`config.mk`:
```
export PLATFORM = sky130hd
export DESIGN_NAME = pipe_sequencer_flat
export DESIGN_NICKNAME = d
export VERILOG_FILES = /design/src/rtl/pipe_sequencer_pkg.sv /design/src/rtl/pipe_sequencer_if.sv /design/src/rtl/pipe_sequencer_hazard_detect.sv /design/src/rtl/pipe_sequencer.sv /design/src/flat_wrapper.sv
export SDC_FILE = /design/constraint.sdc
export NUM_CORES = 1
export LEC_CHECK = 0
export ABC_AREA = 1
export CAP_MARGIN = 0
export CORE_ASPECT_RATIO = 0.9
export CORE_UTILIZATION = 30
export CTS_CLUSTER_DIAMETER = 60
export CTS_CLUSTER_SIZE = 12
export DETAILED_ROUTE_END_ITERATION = 6
export GPL_TIMING_DRIVEN = 0
export PLACE_DENSITY = 0.65
export SLEW_MARGIN = 15
export SYNTH_ARGS = -nofsm -noshare
export SYNTH_HDL_FRONTEND = slang
export SYNTH_SLANG_ARGS = --single-unit
```
`constraint.sdc`:
```
create_clock -name clk -period 2.41 [get_ports clk]
set_clock_uncertainty 0.15 [all_clocks]
set_input_delay 0.482 -clock clk [delete_from_list [all_inputs] [get_ports clk]]
set_output_delay 0.482 -clock clk [all_outputs]
set_load 0.05 [all_outputs]
```
`src/rtl/pipe_sequencer_pkg.sv`:
```
// rtl/pipe_sequencer_pkg.sv - pipe_seq_pkg: state encoding, hazard priorities, control-word constants
package pipe_seq_pkg;

  typedef enum logic [1:0] {
    ST_RUN      = 2'd0,
    ST_MEM_WAIT = 2'd1,
    ST_DRAIN    = 2'd2,
    ST_HALTED   = 2'd3
  } seq_state_e;

  // Ordered lowest to highest so a larger value always wins.
  typedef enum logic [1:0] {
    PRI_NONE     = 2'd0,
    PRI_LOAD_USE = 2'd1,
    PRI_BRANCH   = 2'd2,
    PRI_MEM_WAIT = 2'd3
  } hazard_pri_e;

  localparam logic [4:0] REG_ZERO = 5'd0;

  typedef struct packed {
    logic pc_write;
    logic if_id_write;
    logic if_id_flush;
    logic id_ex_write;
    logic id_ex_flush;
    logic ex_mem_write;
    logic mem_wb_write;
  } pipe_ctl_t;

  localparam pipe_ctl_t CTL_STOP     = 7'b000_0000;
  localparam pipe_ctl_t CTL_FLOW     = 7'b110_1011;
  localparam pipe_ctl_t CTL_BRANCH   = 7'b111_1111;
  localparam pipe_ctl_t CTL_LOAD_USE = 7'b000_1111;
  // Front end frozen and fed bubbles while the halt walks down the pipe.
  localparam pipe_ctl_t CTL_DRAIN    = 7'b011_1011;

endpackage

```
`src/rtl/pipe_sequencer_if.sv`:
```
// rtl/pipe_sequencer_if.sv - datapath <-> sequencer hazard inputs and register enables
interface pipe_sequencer_if;

  logic [4:0] IdRs;
  logic [4:0] IdRt;
  logic       ExMemRead;
  logic [4:0] ExWrReg;
  logic       BranchTaken;
  logic       HaltId;
  logic       HaltWb;
  logic       MemReq;
  logic       MemReady;
  logic       PcWrite;
  logic       IfIdWrite;
  logic       IfIdFlush;
  logic       IdExWrite;
  logic       IdExFlush;
  logic       ExMemWrite;
  logic       MemWbWrite;
  logic       Halted;
  logic       DrainErr;

  modport master (
    output IdRs, IdRt, ExMemRead, ExWrReg, BranchTaken, HaltId, HaltWb, MemReq, MemReady,
    input  PcWrite, IfIdWrite, IfIdFlush, IdExWrite, IdExFlush, ExMemWrite, MemWbWrite,
    input  Halted, DrainErr
  );

  modport slave (
    input  IdRs, IdRt, ExMemRead, ExWrReg, BranchTaken, HaltId, HaltWb, MemReq, MemReady,
    output PcWrite, IfIdWrite, IfIdFlush, IdExWrite, IdExFlush, ExMemWrite, MemWbWrite,
    output Halted, DrainErr
  );

endinterface

```
`src/rtl/pipe_sequencer_hazard_detect.sv`:
```
// rtl/pipe_sequencer_hazard_detect.sv - load-use hazard between the load in EX and the instruction in ID
module hazard_detect
  import pipe_seq_pkg::*;
(
  input  logic [4:0] IdRs,
  input  logic [4:0] IdRt,
  input  logic       ExMemRead,
  input  logic [4:0] ExWrReg,
  output logic       LoadUse
);

  // A load into $zero produces nothing to forward, so it never stalls.
  assign LoadUse = ExMemRead && (ExWrReg != REG_ZERO) &&
                   ((ExWrReg == IdRs) || (ExWrReg == IdRt));

endmodule

```
`src/rtl/pipe_sequencer.sv`:
```
// rtl/pipe_sequencer.sv - stall/flush/halt controller for the 5-stage pipeline
// Optional perf counters StallCnt/FlushCnt when PIPE_PERF_EN is defined.
module pipe_sequencer
  import pipe_seq_pkg::*;
#(
  parameter int DRAIN_MAX = 8
`ifdef PIPE_PERF_EN
  ,
  parameter int CNT_W     = 16
`endif
) (
  input  logic               clk,
  input  logic               reset,
  pipe_sequencer_if.slave    bus
`ifdef PIPE_PERF_EN
  ,
  output logic [CNT_W-1:0]   StallCnt,
  output logic [CNT_W-1:0]   FlushCnt
`endif
);

  localparam int DCW = (DRAIN_MAX > 2) ? $clog2(DRAIN_MAX) : 1;
  localparam logic [DCW-1:0] DRAIN_LAST = DCW'(DRAIN_MAX - 1);

  seq_state_e     state_q, state_d;
  logic [DCW-1:0] drain_cnt_q, drain_cnt_d;
  logic           from_drain_q, from_drain_d;
  logic           halted_q, halted_d;
  logic           drain_err_q, drain_err_d;
  logic           load_use;
  logic           drain_mode;
  hazard_pri_e    pri;
  pipe_ctl_t      ctl;

  hazard_detect u_hazard (
    .IdRs      (bus.IdRs),
    .IdRt      (bus.IdRt),
    .ExMemRead (bus.ExMemRead),
    .ExWrReg   (bus.ExWrReg),
    .LoadUse   (load_use)
  );

  always_comb begin
    pri = PRI_NONE;
    if (bus.MemReq && !bus.MemReady) pri = PRI_MEM_WAIT;
    else if (bus.BranchTaken)        pri = PRI_BRANCH;
    else if (load_use)               pri = PRI_LOAD_USE;
  end

  // MEM_WAIT resumes with the rules of whichever mode it interrupted.
  assign drain_mode = (state_q == ST_DRAIN) || ((state_q == ST_MEM_WAIT) && from_drain_q);

  always_comb begin
    ctl          = CTL_STOP;
    state_d      = state_q;
    drain_cnt_d  = drain_cnt_q;
    from_drain_d = from_drain_q;
    halted_d     = halted_q;
    drain_err_d  = drain_err_q;
    if (state_q != ST_HALTED) begin
      if (pri == PRI_MEM_WAIT) begin
        state_d      = ST_MEM_WAIT;
        from_drain_d = drain_mode;
      end else if (drain_mode) begin
        ctl = CTL_DRAIN;
        if (bus.HaltWb) begin
          state_d  = ST_HALTED;
          halted_d = 1'b1;
        end else if (drain_cnt_q == DRAIN_LAST) begin
          state_d     = ST_HALTED;
          halted_d    = 1'b1;
          drain_err_d = 1'b1;
        end else begin
          state_d     = ST_DRAIN;
          drain_cnt_d = drain_cnt_q + 1'b1;
        end
      end else begin
        state_d      = ST_RUN;
        from_drain_d = 1'b0;
        case (pri)
          PRI_BRANCH:   ctl = CTL_BRANCH;
          PRI_LOAD_USE: ctl = CTL_LOAD_USE;
          default: begin
            if (bus.HaltId) begin
              ctl         = CTL_DRAIN;
              state_d     = ST_DRAIN;
              drain_cnt_d = '0;
            end else begin
              ctl = CTL_FLOW;
            end
          end
        endcase
      end
    end
  end

`ifdef PIPE_PERF_EN
  logic             stall_evt, flush_evt;
  logic [CNT_W-1:0] stall_cnt_q, flush_cnt_q;

  assign stall_evt = (state_q != ST_HALTED) &&
                     ((pri == PRI_MEM_WAIT) || (!drain_mode && (pri == PRI_LOAD_USE)));
  assign flush_evt = (state_q != ST_HALTED) && !drain_mode && (pri == PRI_BRANCH);
  assign StallCnt  = stall_cnt_q;
  assign FlushCnt  = flush_cnt_q;
`endif

  always_ff @(posedge clk or posedge reset) begin
    if (reset) begin
      state_q      <= ST_RUN;
      drain_cnt_q  <= '0;
      from_drain_q <= 1'b0;
      halted_q     <= 1'b0;
      drain_err_q  <= 1'b0;
`ifdef PIPE_PERF_EN
      stall_cnt_q  <= '0;
      flush_cnt_q  <= '0;
`endif
    end else begin
      state_q      <= state_d;
      drain_cnt_q  <= drain_cnt_d;
      from_drain_q <= from_drain_d;
      halted_q     <= halted_d;
      drain_err_q  <= drain_err_d;
`ifdef PIPE_PERF_EN
      if (stall_evt && (stall_cnt_q != '1)) stall_cnt_q <= stall_cnt_q + 1'b1;
      if (flush_evt && (flush_cnt_q != '1)) flush_cnt_q <= flush_cnt_q + 1'b1;
`endif
    end
  end

  assign bus.PcWrite    = ctl.pc_write     & ~reset;
  assign bus.IfIdWrite  = ctl.if_id_write  & ~reset;
  assign bus.IfIdFlush  = ctl.if_id_flush  & ~reset;
  assign bus.IdExWrite  = ctl.id_ex_write  & ~reset;
  assign bus.IdExFlush  = ctl.id_ex_flush  & ~reset;
  assign bus.ExMemWrite = ctl.ex_mem_write & ~reset;
  assign bus.MemWbWrite = ctl.mem_wb_write & ~reset;
  assign bus.Halted     = halted_q;
  assign bus.DrainErr   = drain_err_q;

endmodule

```
`src/flat_wrapper.sv`:
```
// flat-port wrapper written by rule: the top's interface ports become plain ports
module pipe_sequencer_flat import pipe_seq_pkg::*;
#(
  parameter int DRAIN_MAX = 8

)
  (clk, reset, bus_IdRs, bus_IdRt, bus_ExMemRead, bus_ExWrReg, bus_BranchTaken, bus_HaltId, bus_HaltWb, bus_MemReq, bus_MemReady, bus_PcWrite, bus_IfIdWrite, bus_IfIdFlush, bus_IdExWrite, bus_IdExFlush, bus_ExMemWrite, bus_MemWbWrite, bus_Halted, bus_DrainErr);
  pipe_sequencer_if bus_i ();
  input  logic clk;
  input  logic reset;
  input wire logic [$bits(bus_i.IdRs)-1:0] bus_IdRs;
  input wire logic [$bits(bus_i.IdRt)-1:0] bus_IdRt;
  input wire logic [$bits(bus_i.ExMemRead)-1:0] bus_ExMemRead;
  input wire logic [$bits(bus_i.ExWrReg)-1:0] bus_ExWrReg;
  input wire logic [$bits(bus_i.BranchTaken)-1:0] bus_BranchTaken;
  input wire logic [$bits(bus_i.HaltId)-1:0] bus_HaltId;
  input wire logic [$bits(bus_i.HaltWb)-1:0] bus_HaltWb;
  input wire logic [$bits(bus_i.MemReq)-1:0] bus_MemReq;
  input wire logic [$bits(bus_i.MemReady)-1:0] bus_MemReady;
  output wire logic [$bits(bus_i.PcWrite)-1:0] bus_PcWrite;
  output wire logic [$bits(bus_i.IfIdWrite)-1:0] bus_IfIdWrite;
  output wire logic [$bits(bus_i.IfIdFlush)-1:0] bus_IfIdFlush;
  output wire logic [$bits(bus_i.IdExWrite)-1:0] bus_IdExWrite;
  output wire logic [$bits(bus_i.IdExFlush)-1:0] bus_IdExFlush;
  output wire logic [$bits(bus_i.ExMemWrite)-1:0] bus_ExMemWrite;
  output wire logic [$bits(bus_i.MemWbWrite)-1:0] bus_MemWbWrite;
  output wire logic [$bits(bus_i.Halted)-1:0] bus_Halted;
  output wire logic [$bits(bus_i.DrainErr)-1:0] bus_DrainErr;
  assign bus_i.IdRs = bus_IdRs;
  assign bus_i.IdRt = bus_IdRt;
  assign bus_i.ExMemRead = bus_ExMemRead;
  assign bus_i.ExWrReg = bus_ExWrReg;
  assign bus_i.BranchTaken = bus_BranchTaken;
  assign bus_i.HaltId = bus_HaltId;
  assign bus_i.HaltWb = bus_HaltWb;
  assign bus_i.MemReq = bus_MemReq;
  assign bus_i.MemReady = bus_MemReady;
  assign bus_PcWrite = bus_i.PcWrite;
  assign bus_IfIdWrite = bus_i.IfIdWrite;
  assign bus_IfIdFlush = bus_i.IfIdFlush;
  assign bus_IdExWrite = bus_i.IdExWrite;
  assign bus_IdExFlush = bus_i.IdExFlush;
  assign bus_ExMemWrite = bus_i.ExMemWrite;
  assign bus_MemWbWrite = bus_i.MemWbWrite;
  assign bus_Halted = bus_i.Halted;
  assign bus_DrainErr = bus_i.DrainErr;
  pipe_sequencer #(.DRAIN_MAX(DRAIN_MAX)) u_core (.clk(clk), .reset(reset), .bus(bus_i));
endmodule
```
Word-level counts from Yosys, hierarchy flattened
Cells that the tools add are included.

operators by class
  $add $sub $neg = 1
  eq/ne operators = 13
  multiplexer cells = 23
  bitwise logic cells = 10
  reduce and logical (&&, ||, !) cells = 15

operators by type and width
  operator                                             number
  2-to-1 mux 7 bit                                     4
  2-to-1 mux 3 bit                                     5
  2-to-1 mux 2 bit                                     7
  case mux 7 bit (2 select lines)                      1
  equality test 5 bit                                  2
  != test 2 bit, second input constant                 4
  AND 1 bit                                            7
  equality test 2 bit, second input constant           3
  2-to-1 mux 1 bit                                     6
  AND reduction 6 bit                                  1
  AND reduction 5 bit                                  1
  nonzero test 5 bit                                   1
  equality test 2 x 1 -> 1 bit, second input constant  2
  logical AND 1 bit                                    4
  AND reduction 4 bit                                  1
  nonzero test 2 bit                                   2
  adder 3 x 1 -> 3 bit, second input constant          1
  equality test 3 bit, second input constant           1
  inverter 1 bit                                       3
  logical OR 1 bit                                     2
  != test 2 x 1 -> 1 bit, second input constant        1
  AND reduction 2 bit                                  1
  OR reduction 2 bit                                   1
  zero test 1 bit                                      1

storage, ports and cells
  register bits after elaboration = 8
  bits of input ports = 23
  output and inout port bits = 9
  logic and storage cells = 67

Logic depth before layout (Yosys ltp)
Gate-level depths: netlist of the first run.

  depth in word-level cells = 12
  mapped depth = 15
  mapped depth without buffers = 15

Cells and area by module
A second synthesis of the first run with hierarchy kept.

second synthesis, totals
  cell total of the unflattened synthesis = 113
  area total of the unflattened synthesis = 729.4 um^2

modules (own cells, without submodules)
  module          instances  cells each  area an instance (um^2)  seq. area each (um^2)
  pipe_sequencer  1          68          534.3                    200.2
  hazard_detect   1          45          195.2                    0.0

Least setup slack after synthesis of the first run
Ideal clock, no wire load.

  path type = input -> output
  from = in bus_ExWrReg[4]
  to = out bus_IdExFlush
  data arrival time = 2.477 ns
  required time = 1.778 ns
  slack = -0.699 ns
  cell stages on the path = 12
  path buffers = 0
  cell sequence = inv_1 nand2_1 nand2_1 nor2_1 nand3_1 nand2_1 nand2_1 nand2_1 ha_1 nor2_8 nand2_4 nor3_1

between the ends
  word-level cells in the longest chain between the ends = 12
  elaborated cells on any way between the ends = 17
  classes of those cells = eq/ne: 5; mux: 7; bitwise: 1; reduce/logical: 4

ends and longest elaborated chain
  item                                                                 line                                                                    text
  start: declaration                                                   flat_wrapper.sv:14                                                      input wire logic [$bits(bus_i.ExWrReg)-1:0] bus_ExWrReg;
  equality test 5 bit or nonzero test 5 bit (tied branches)            pipe_sequencer_hazard_detect.sv:14, pipe_sequencer_hazard_detect.sv:13
  logical OR 1 bit or logical AND 1 bit (tied branches)                pipe_sequencer_hazard_detect.sv:14, pipe_sequencer_hazard_detect.sv:13
  logical AND 1 bit *                                                  pipe_sequencer_hazard_detect.sv:13                                      assign LoadUse = ExMemRead && (ExWrReg != REG_ZERO) &&
  2-to-1 mux 1 bit *                                                   pipe_sequencer.sv:47                                                    else if (load_use) pri = PRI_LOAD_USE;
  2-to-1 mux 2 bit *                                                   pipe_sequencer.sv:46                                                    else if (bus.BranchTaken) pri = PRI_BRANCH;
  2-to-1 mux 2 bit *                                                   pipe_sequencer.sv:45                                                    if (bus.MemReq && !bus.MemReady) pri = PRI_MEM_WAIT;
  equality test 2 x 1 -> 1 bit or equality test 2 bit (tied branches)  pipe_sequencer.sv:80                                                    case (pri)
  case mux 7 bit (2 select lines)                                      pipe_sequencer.sv:80
  2-to-1 mux 7 bit                                                     pipe_sequencer.sv:64                                                    end else if (drain_mode) begin
  2-to-1 mux 7 bit *                                                   pipe_sequencer.sv:61                                                    if (pri == PRI_MEM_WAIT) begin
  2-to-1 mux 7 bit *                                                   pipe_sequencer.sv:60                                                    if (state_q != ST_HALTED) begin
  AND 1 bit *                                                          pipe_sequencer.sv:136                                                   assign bus.IdExFlush = ctl.id_ex_flush & ~reset;
  end: declaration                                                     flat_wrapper.sv:24                                                      output wire logic [$bits(bus_i.IdExFlush)-1:0] bus_IdExFlush;

Mark *: on every way between the ends. The rest lies on a longest branch, timed or not.

Worst setup path in the final report of the first run
  from = in bus_MemReq
  to = out bus_PcWrite

between the ends
  word-level cells in the longest chain between the ends = 8
  elaborated cells on any way between the ends = 10
  classes of those cells = eq/ne: 3; mux: 5; bitwise: 1; reduce/logical: 1

ends and longest elaborated chain
  item                                                                 line                   text
  start: declaration                                                   flat_wrapper.sv:18     input wire logic [$bits(bus_i.MemReq)-1:0] bus_MemReq;
  logical AND 1 bit *                                                  pipe_sequencer.sv:45
  2-to-1 mux 2 bit *                                                   pipe_sequencer.sv:45
  equality test 2 x 1 -> 1 bit or equality test 2 bit (tied branches)  pipe_sequencer.sv:80
  case mux 7 bit (2 select lines)                                      pipe_sequencer.sv:80
  2-to-1 mux 7 bit                                                     pipe_sequencer.sv:64
  2-to-1 mux 7 bit *                                                   pipe_sequencer.sv:61
  2-to-1 mux 7 bit *                                                   pipe_sequencer.sv:60
  AND 1 bit *                                                          pipe_sequencer.sv:132  assign bus.PcWrite = ctl.pc_write & ~reset;
  end: declaration                                                     flat_wrapper.sv:20     output wire logic [$bits(bus_i.PcWrite)-1:0] bus_PcWrite;

Marked as above.

==> results of run 1 <==
[cells in the final DEF (no fill, tap or decap)]
cell,n
a31o_2,1
nand2_4,3
dfrtp_1,8
o21ai_2,2
nor2_1,11
a211oi_4,1
nand2_8,1
nand2_2,13
inv_8,1
nand3_2,1
ha_1,2
nand2_1,25
nor3_1,1
buf_4,9
buf_6,13
nor2_8,1
nor3_4,1
clkdlybuf4s50_1,6
dlygate4sd2_1,3
buf_8,2
nor2_2,4
a21oi_4,1
clkbuf_4,3
clkdlybuf4s15_1,2
buf_2,7
xnor2_1,2
nand3_1,4
nand4_1,3
inv_1,11
o21bai_1,1
inv_2,8
buf_12,1
ha_4,2
inv_4,5
[layout make-up]
type / instances / share of cell area
multi-input cells: 80 / 0.414
repair buffers: 41 / 0.289
flip-flops and latches: 8 / 0.151
inverters: 25 / 0.0860
well taps: 27 / 0.0255
clock buffers: 3 / 0.0170
plain buffers: 2 / 0.0170
[power by group through the flow]
stage / Sequential [mW] / Combinational (mW) / Clock [mW]
final: 0.217 / 0.762 / 0.100
after detailed placement: 0.218 / 0.627 / 0
after CTS: 0.216 / 0.705 / 0.106
after global routing: 0.222 / 0.821 / 0.113
after floorplan: 0.214 / 0.465 / 0
after global placement: 0.214 / 0.612 / 0
[per-layer routing]
layer	GRT usage	routed length, um
met1	0.209	863
met2	0.264	1030
met3	0.0374	91
met4	0.0128	0
met5	0	0
[per-stage QoR]
| stage | power (mW) | area (um^2) | utilization | instances | hold slack [ns] |
|---|---|---|---|---|---|
| finish | 1.08 | 1320 | 0.590 | 186 | 0.332 |
| global route | 1.16 | 1320 | 0.590 | 186 | 0.356 |
| floorplan | 0.678 | 802 | - | 115 | 0.179 |
| global placement | 0.826 | 1150 | 0.511 | 173 | 0.307 |
| detailed placement | 0.844 | 1150 | 0.511 | 173 | 0.318 |
| CTS | 1.03 | 1200 | 0.537 | 181 | 0.333 |
[kinds of logic after synthesis]
kind of cell	count (synthesis)
AOI/OAI and AO/OA	6
buffers and inverters	27
DFF	8
adders and majority gates	4
and+or+nand+nor	68
xor gates and xnor gates	2
[timing repair]
action | 4_1_cts | 5_1_grt
pin swaps | 26 | 21
resized for setup | 125 | 30
endpoints found under the hold margin | 0 | 0
endpoints found under the setup margin | 7 | 7
buffers inserted | 5 | 5
[flip-flops by register name (all words and copies together), names as in the netlist]
name	cells
u_core.bus.DrainErr	1
u_core.drain_cnt_q	3
u_core.bus.Halted	1
u_core.state_q	2
u_core.from_drain_q	1
[worst paths after layout]
kind | from | slack [ns] | endpoint
setup / recovery | bus_MemReq | -0.17 | bus_PcWrite
hold / removal | u_core.bus.DrainErr$_DFFE_PP0P_ | 0.33 | u_core.bus.DrainErr$_DFFE_PP0P_
setup reg to reg | u_core.drain_cnt_q[0]$_DFFE_PP0P_ | 0.86 | u_core.drain_cnt_q[0]$_DFFE_PP0P_
hold reg to reg | u_core.bus.DrainErr$_DFFE_PP0P_ | 0.33 | u_core.bus.DrainErr$_DFFE_PP0P_
max in group asynchronous | reset | 1.41 | u_core.from_drain_q$_DFFE_PP0P_
min in group asynchronous | reset | 0.39 | u_core.drain_cnt_q[2]$_DFFE_PP0P_
[critical path, cell delays in order]
cell and delay, ns:
clkdlybuf4s50_1 0.41, nand2_2 0.10, nand2_2 0.08, ha_4 0.29, inv_4 0.05, nand2_4 0.05, nand2_4 0.07, a211oi_4 0.22
buf_6 0.19
==> results_dict.tcl, run 1 <==
set metrics [dict create \
    coreArea_mm2 0.00224 \
    die-width_um 54.2 \
    setup_slack_ns -0.172 \
    setup_tns_ns -0.353 \
    drcViolationCount 0 \
    postRouteAntennaNets 0 \
    yosysWarnings 0 \
    synth_ff_type "dfrtp_1" \
    power_frac_clock 0.093 \
    multi_input_area_um2 548 \
    clk_latency_ns 0.25 \
    yosysMostFrequentCell "nand2_1" \
    grt.overflow.total 0 \
    clk_path_buf_depth 2 \
    hp-class "flop to flop" \
    syn_to_final_growth_pct 79.6 \
    die_h_um 49.0 \
    antenna_found_initial 0 \
    rr_worst_depth 6 \
    timing.final.crit_share 1.07 \
    cp_max_fo 3 \
    status "finished with violations" \
    viasPerCell 4.52 \
    htreeDepth 1 \
    nets 188 \
    report.final.slew_viol_count 0 \
    synth-seq-cells 8 \
    min_period_ns 2.58 \
    synthTopCellsByCount "nand2_1 (37), inv_1 (22), nor2_1 (15)" \
    diodes 0 \
    irDropWorstVdd_v 0.000461 \
    grt_pass1_wl_um 3190 \
    rsz0062_at_grt "yes" \
    critPathKind "primary input to primary output" \
    drt_iter0_drc 16 \
    ioPinCount 32 \
    synthCells 115 \
    p_int_mw 0.552 \
    dp_hpwl_um 1500 \
    synthArstFlopShare 1.00 \
    synth_xor_area_frac 0.0238 \
    wirelength_um 1990 \
    ys_seq_area_frac 0.272 \
    synth_compound_area_frac 0.0645 \
    dp_slack_ns -1.26 \
    path_clk_slew_ns 0.05 \
    finalHoldViolations 0 \
    n_fill_cell 209 \
    cts_made_buffers 3 \
    p_leak_nw 0.720 \
    cts.sink_count 8 \
    ctsHoldBuffers 0 \
    grt_pass1_vias 774 \
    dr.pass1.iters 4 \
    yosys.area_share.simple 0.421 \
    yosysTopAreaCellShare 0.272 \
    switching_power_mw 0.528 \
    final-seq-area_um2 200 \
    synth_cell_types 22 \
    synthMuxAreaShare 0 \
    slew_headroom 0.661 \
    violations "setup timing" \
    cts_tree "yes" \
    root_buffer "clkbuf_4" \
    syn_area_per_cell_um2 6.41 \
    wl_per_cell_um 10.7 \
    cp-start-kind "primary input" \
    synth.cell_area_um2 737 \
    design.die.area_mm2 0.00266 \
    synth_edf_count 0 \
    synth.largest_area_cell "dfrtp_1" \
    placementRows 16 \
    vias 841 \
    tightest_slew_ns 0.507 \
    syn_nets 142 \
    swShare 0.489 \
    grt_max_degree 10 \
    initial_core_util 0.329 \
    pwr-share-comb 0.706 \
    crit_required_ns 1.78 \
    max_freq_ghz 0.387 \
    synth_top_family_by_area "simple AND/OR/NAND/NOR gates" \
    synthTopCellsByArea "dfrtp_1 (27%), nand2_1 (19%), inv_1 (11%)" \
    maxCapViolations 0 \
    grtUsageTotal 0.158 \
    synthAdderAreaFrac 0.0679 \
    hold_path_depth 1 \
    sequentialPowerShare 0.201 \
    finalSetupViolCount 5 \
    endpoint_kind "primary output" \
    layout-drive-gt1-share 0.503 \
    place_congestion 0.757 \
    portBuffers 31 \
    cellPowerDensity_mw_per_mm2 816 \
    cp.arrival_ns 1.95 \
]
Power figures use the tool's default switching activity.
==> run 2, diff against run 1 <==
--- a/config.mk
+++ b/config.mk
@@ -13,7 +13,7 @@
 export CTS_CLUSTER_SIZE = 12
 export DETAILED_ROUTE_END_ITERATION = 6
 export GPL_TIMING_DRIVEN = 0
-export PLACE_DENSITY = 0.65
+export PLACE_DENSITY = 0.6
 export SLEW_MARGIN = 15
 export SYNTH_ARGS = -nofsm -noshare
 export SYNTH_HDL_FRONTEND = slang
==> results_dict.tcl, run 2 (synthesis gave the netlist of run 1 again) <==
set metrics [dict create \
    ctsHoldBuffers 0 \
    cpMaxStageDelayCell "ha_4" \
    nets 186 \
    hold-worst-slack_ns 0.327 \
    grt_pass1_vias 772 \
    grt_pass1_wl_um 3000 \
    grt_max_degree 10 \
    top_register "u_core.drain_cnt_q" \
    layout-drive-gt1-share 0.446 \
    diodes 0 \
    viasPerCell 4.42 \
    die-width_um 54.2 \
    min_period_ns 2.53 \
    grt.overflow.total 0 \
    setup_slack_ns -0.124 \
    cp.arrival_ns 1.90 \
    portBuffers 31 \
    cp_max_fo 3 \
    drt_iter0_drc 15 \
    cts_made_buffers 3 \
    drcViolationCount 0 \
    vias 813 \
    ioPinCount 32 \
    finalSetupViolCount 3 \
    root_buffer "clkbuf_4" \
    cellPowerDensity_mw_per_mm2 827 \
    postRouteAntennaNets 0 \
    endpoint_kind "primary output" \
    antenna_found_initial 0 \
    max_freq_ghz 0.395 \
    p_leak_nw 0.728 \
    final_common_cell "nand2_1" \
    clk_path_buf_depth 2 \
    grtUsageMet2 0.242 \
    cts.sink_count 8 \
    grt.busiest_layer "met2" \
    dr.pass1.iters 4 \
    irDropWorstVdd_v 0.000467 \
    tightest_slew_ns 0.489 \
    syn_to_final_growth_pct 75.6 \
    crit_required_ns 1.78 \
    coreArea_mm2 0.00224 \
    largest_reg_flops 3 \
    status "finished with violations" \
    critical-path-max-stage-delay_ns 0.30 \
    initial_core_util 0.329 \
    slew_headroom 0.673 \
    violations "setup timing" \
    clk_latency_ns 0.26 \
    grtUsageTotal 0.153 \
    timing.final.crit_share 1.05 \
    rsz0062_at_grt "yes" \
    largest_registers "u_core.drain_cnt_q x3, u_core.state_q x2" \
    critPathKind "primary input to primary output" \
    grt_use_met1 0.203 \
    crit_chain "clkdlybuf4s15_1, xnor2_1, nand3_1, nand2_1, nand2_1, nand2_2, ha_4, inv_4, nand2_4, nand2_4, a211oi_4, buf_6" \
    report.final.slew_viol_count 0 \
    wirelength_um 1800 \
    maxCapViolations 0 \
    design.die.area_mm2 0.00266 \
    htreeDepth 1 \
    die_h_um 49.0 \
    path_clk_slew_ns 0.06 \
    dp_slack_ns -1.28 \
    wl_per_cell_um 9.77 \
    finalHoldViolations 0 \
    cts_tree "yes" \
    use_met3 0.0561 \
    final_cell_mix "nand2_1 (29), inv_1 (14), nor2_1 (11), buf_6 (11)" \
    hp-class "flop to flop" \
    cp-start-kind "primary input" \
    place_congestion 0.785 \
    placementRows 16 \
    dp_hpwl_um 1480 \
]
==> run 2: changes by cell type in the layout (fill, tap and decap cells not counted), sizes merged <==
cell	previous run	this run
buf	32	27
clkbuf	3	6
clkdlybuf4s50	6	5
dlymetal6s2s	0	1
==> run 2: where the power goes <==
part	switching [mW]	internal, mW	total, mW
registers	0.0323	0.182	0.215
logic	0.437	0.313	0.750
clock network	0.0476	0.0571	0.105
==> run 2: what timing repair did <==
| item | in CTS | in global routing |
|---|---|---|
| setup endpoints to repair | 7 | 7 |
| pin swaps | 28 | 22 |
| buffers inserted | 6 | 2 |
| gates resized for setup | 120 | 24 |
==> run 2: path summary, 6_finish.rpt <==
path                                                   start                                 to  slack [ns]  depth (start not counted)
max                                              bus_IdRt[3]                        bus_PcWrite       -0.12                         12
min                            u_core.bus.Halted$_DFFE_PP0P_      u_core.bus.Halted$_DFFE_PP0P_        0.33                          1
max reg2reg                u_core.drain_cnt_q[0]$_DFFE_PP0P_  u_core.drain_cnt_q[0]$_DFFE_PP0P_        0.88                          6
min reg2reg                    u_core.bus.Halted$_DFFE_PP0P_      u_core.bus.Halted$_DFFE_PP0P_        0.33                          1
max in group asynchronous                              reset      u_core.state_q[1]$_DFFE_PP0N_        1.41                          2
min in group asynchronous                              reset  u_core.drain_cnt_q[1]$_DFFE_PP0P_        0.38                          2
==> run 2: layer usage <==
metal / wire (um) / part of all wire / up-vias
li1: - / - / 431
met1: 840 / 0.47 / 356
met2: 860 / 0.48 / 24
met3: 84 / 0.047 / 2
met4: 11 / 0.0061 / 0
met5: 0 / 0 / -
==> run 2: critical path, delay by kind of cell <==
kind            cells  cell delay (ns)
buf+inv             3             0.40
simple gates        6             0.38
fa+ha+maj           1             0.30
compound gates      1             0.22
xor+xnor            1             0.12
==> run 2: final cells by class <==
| class | instances | area (um^2) |
|---|---|---|
| multi-input combinational | 80 | 536 |
| timing repair buffer | 39 | 370 |
| fill | 205 | 948 |
| sequential | 8 | 200 |
| buffer | 2 | 22.5 |
| inverter | 25 | 109 |
| clock buffer | 3 | 22.5 |
| tap | 27 | 33.8 |
==> run 2: per-stage QoR <==
stage                     cell area (um^2)  TNS [ns]  total power [mW]  instances   util
after floorplan                        802    -0.104             0.678        115      -
after global placement                1150     -8.44             0.831        173  0.511
after detailed placement              1150     -8.81             0.843        173  0.511
after CTS                             1230    -0.531              1.05        182  0.548
after global routing                  1290    -0.648              1.15        184  0.577
final                                 1290    -0.209              1.07        184  0.577
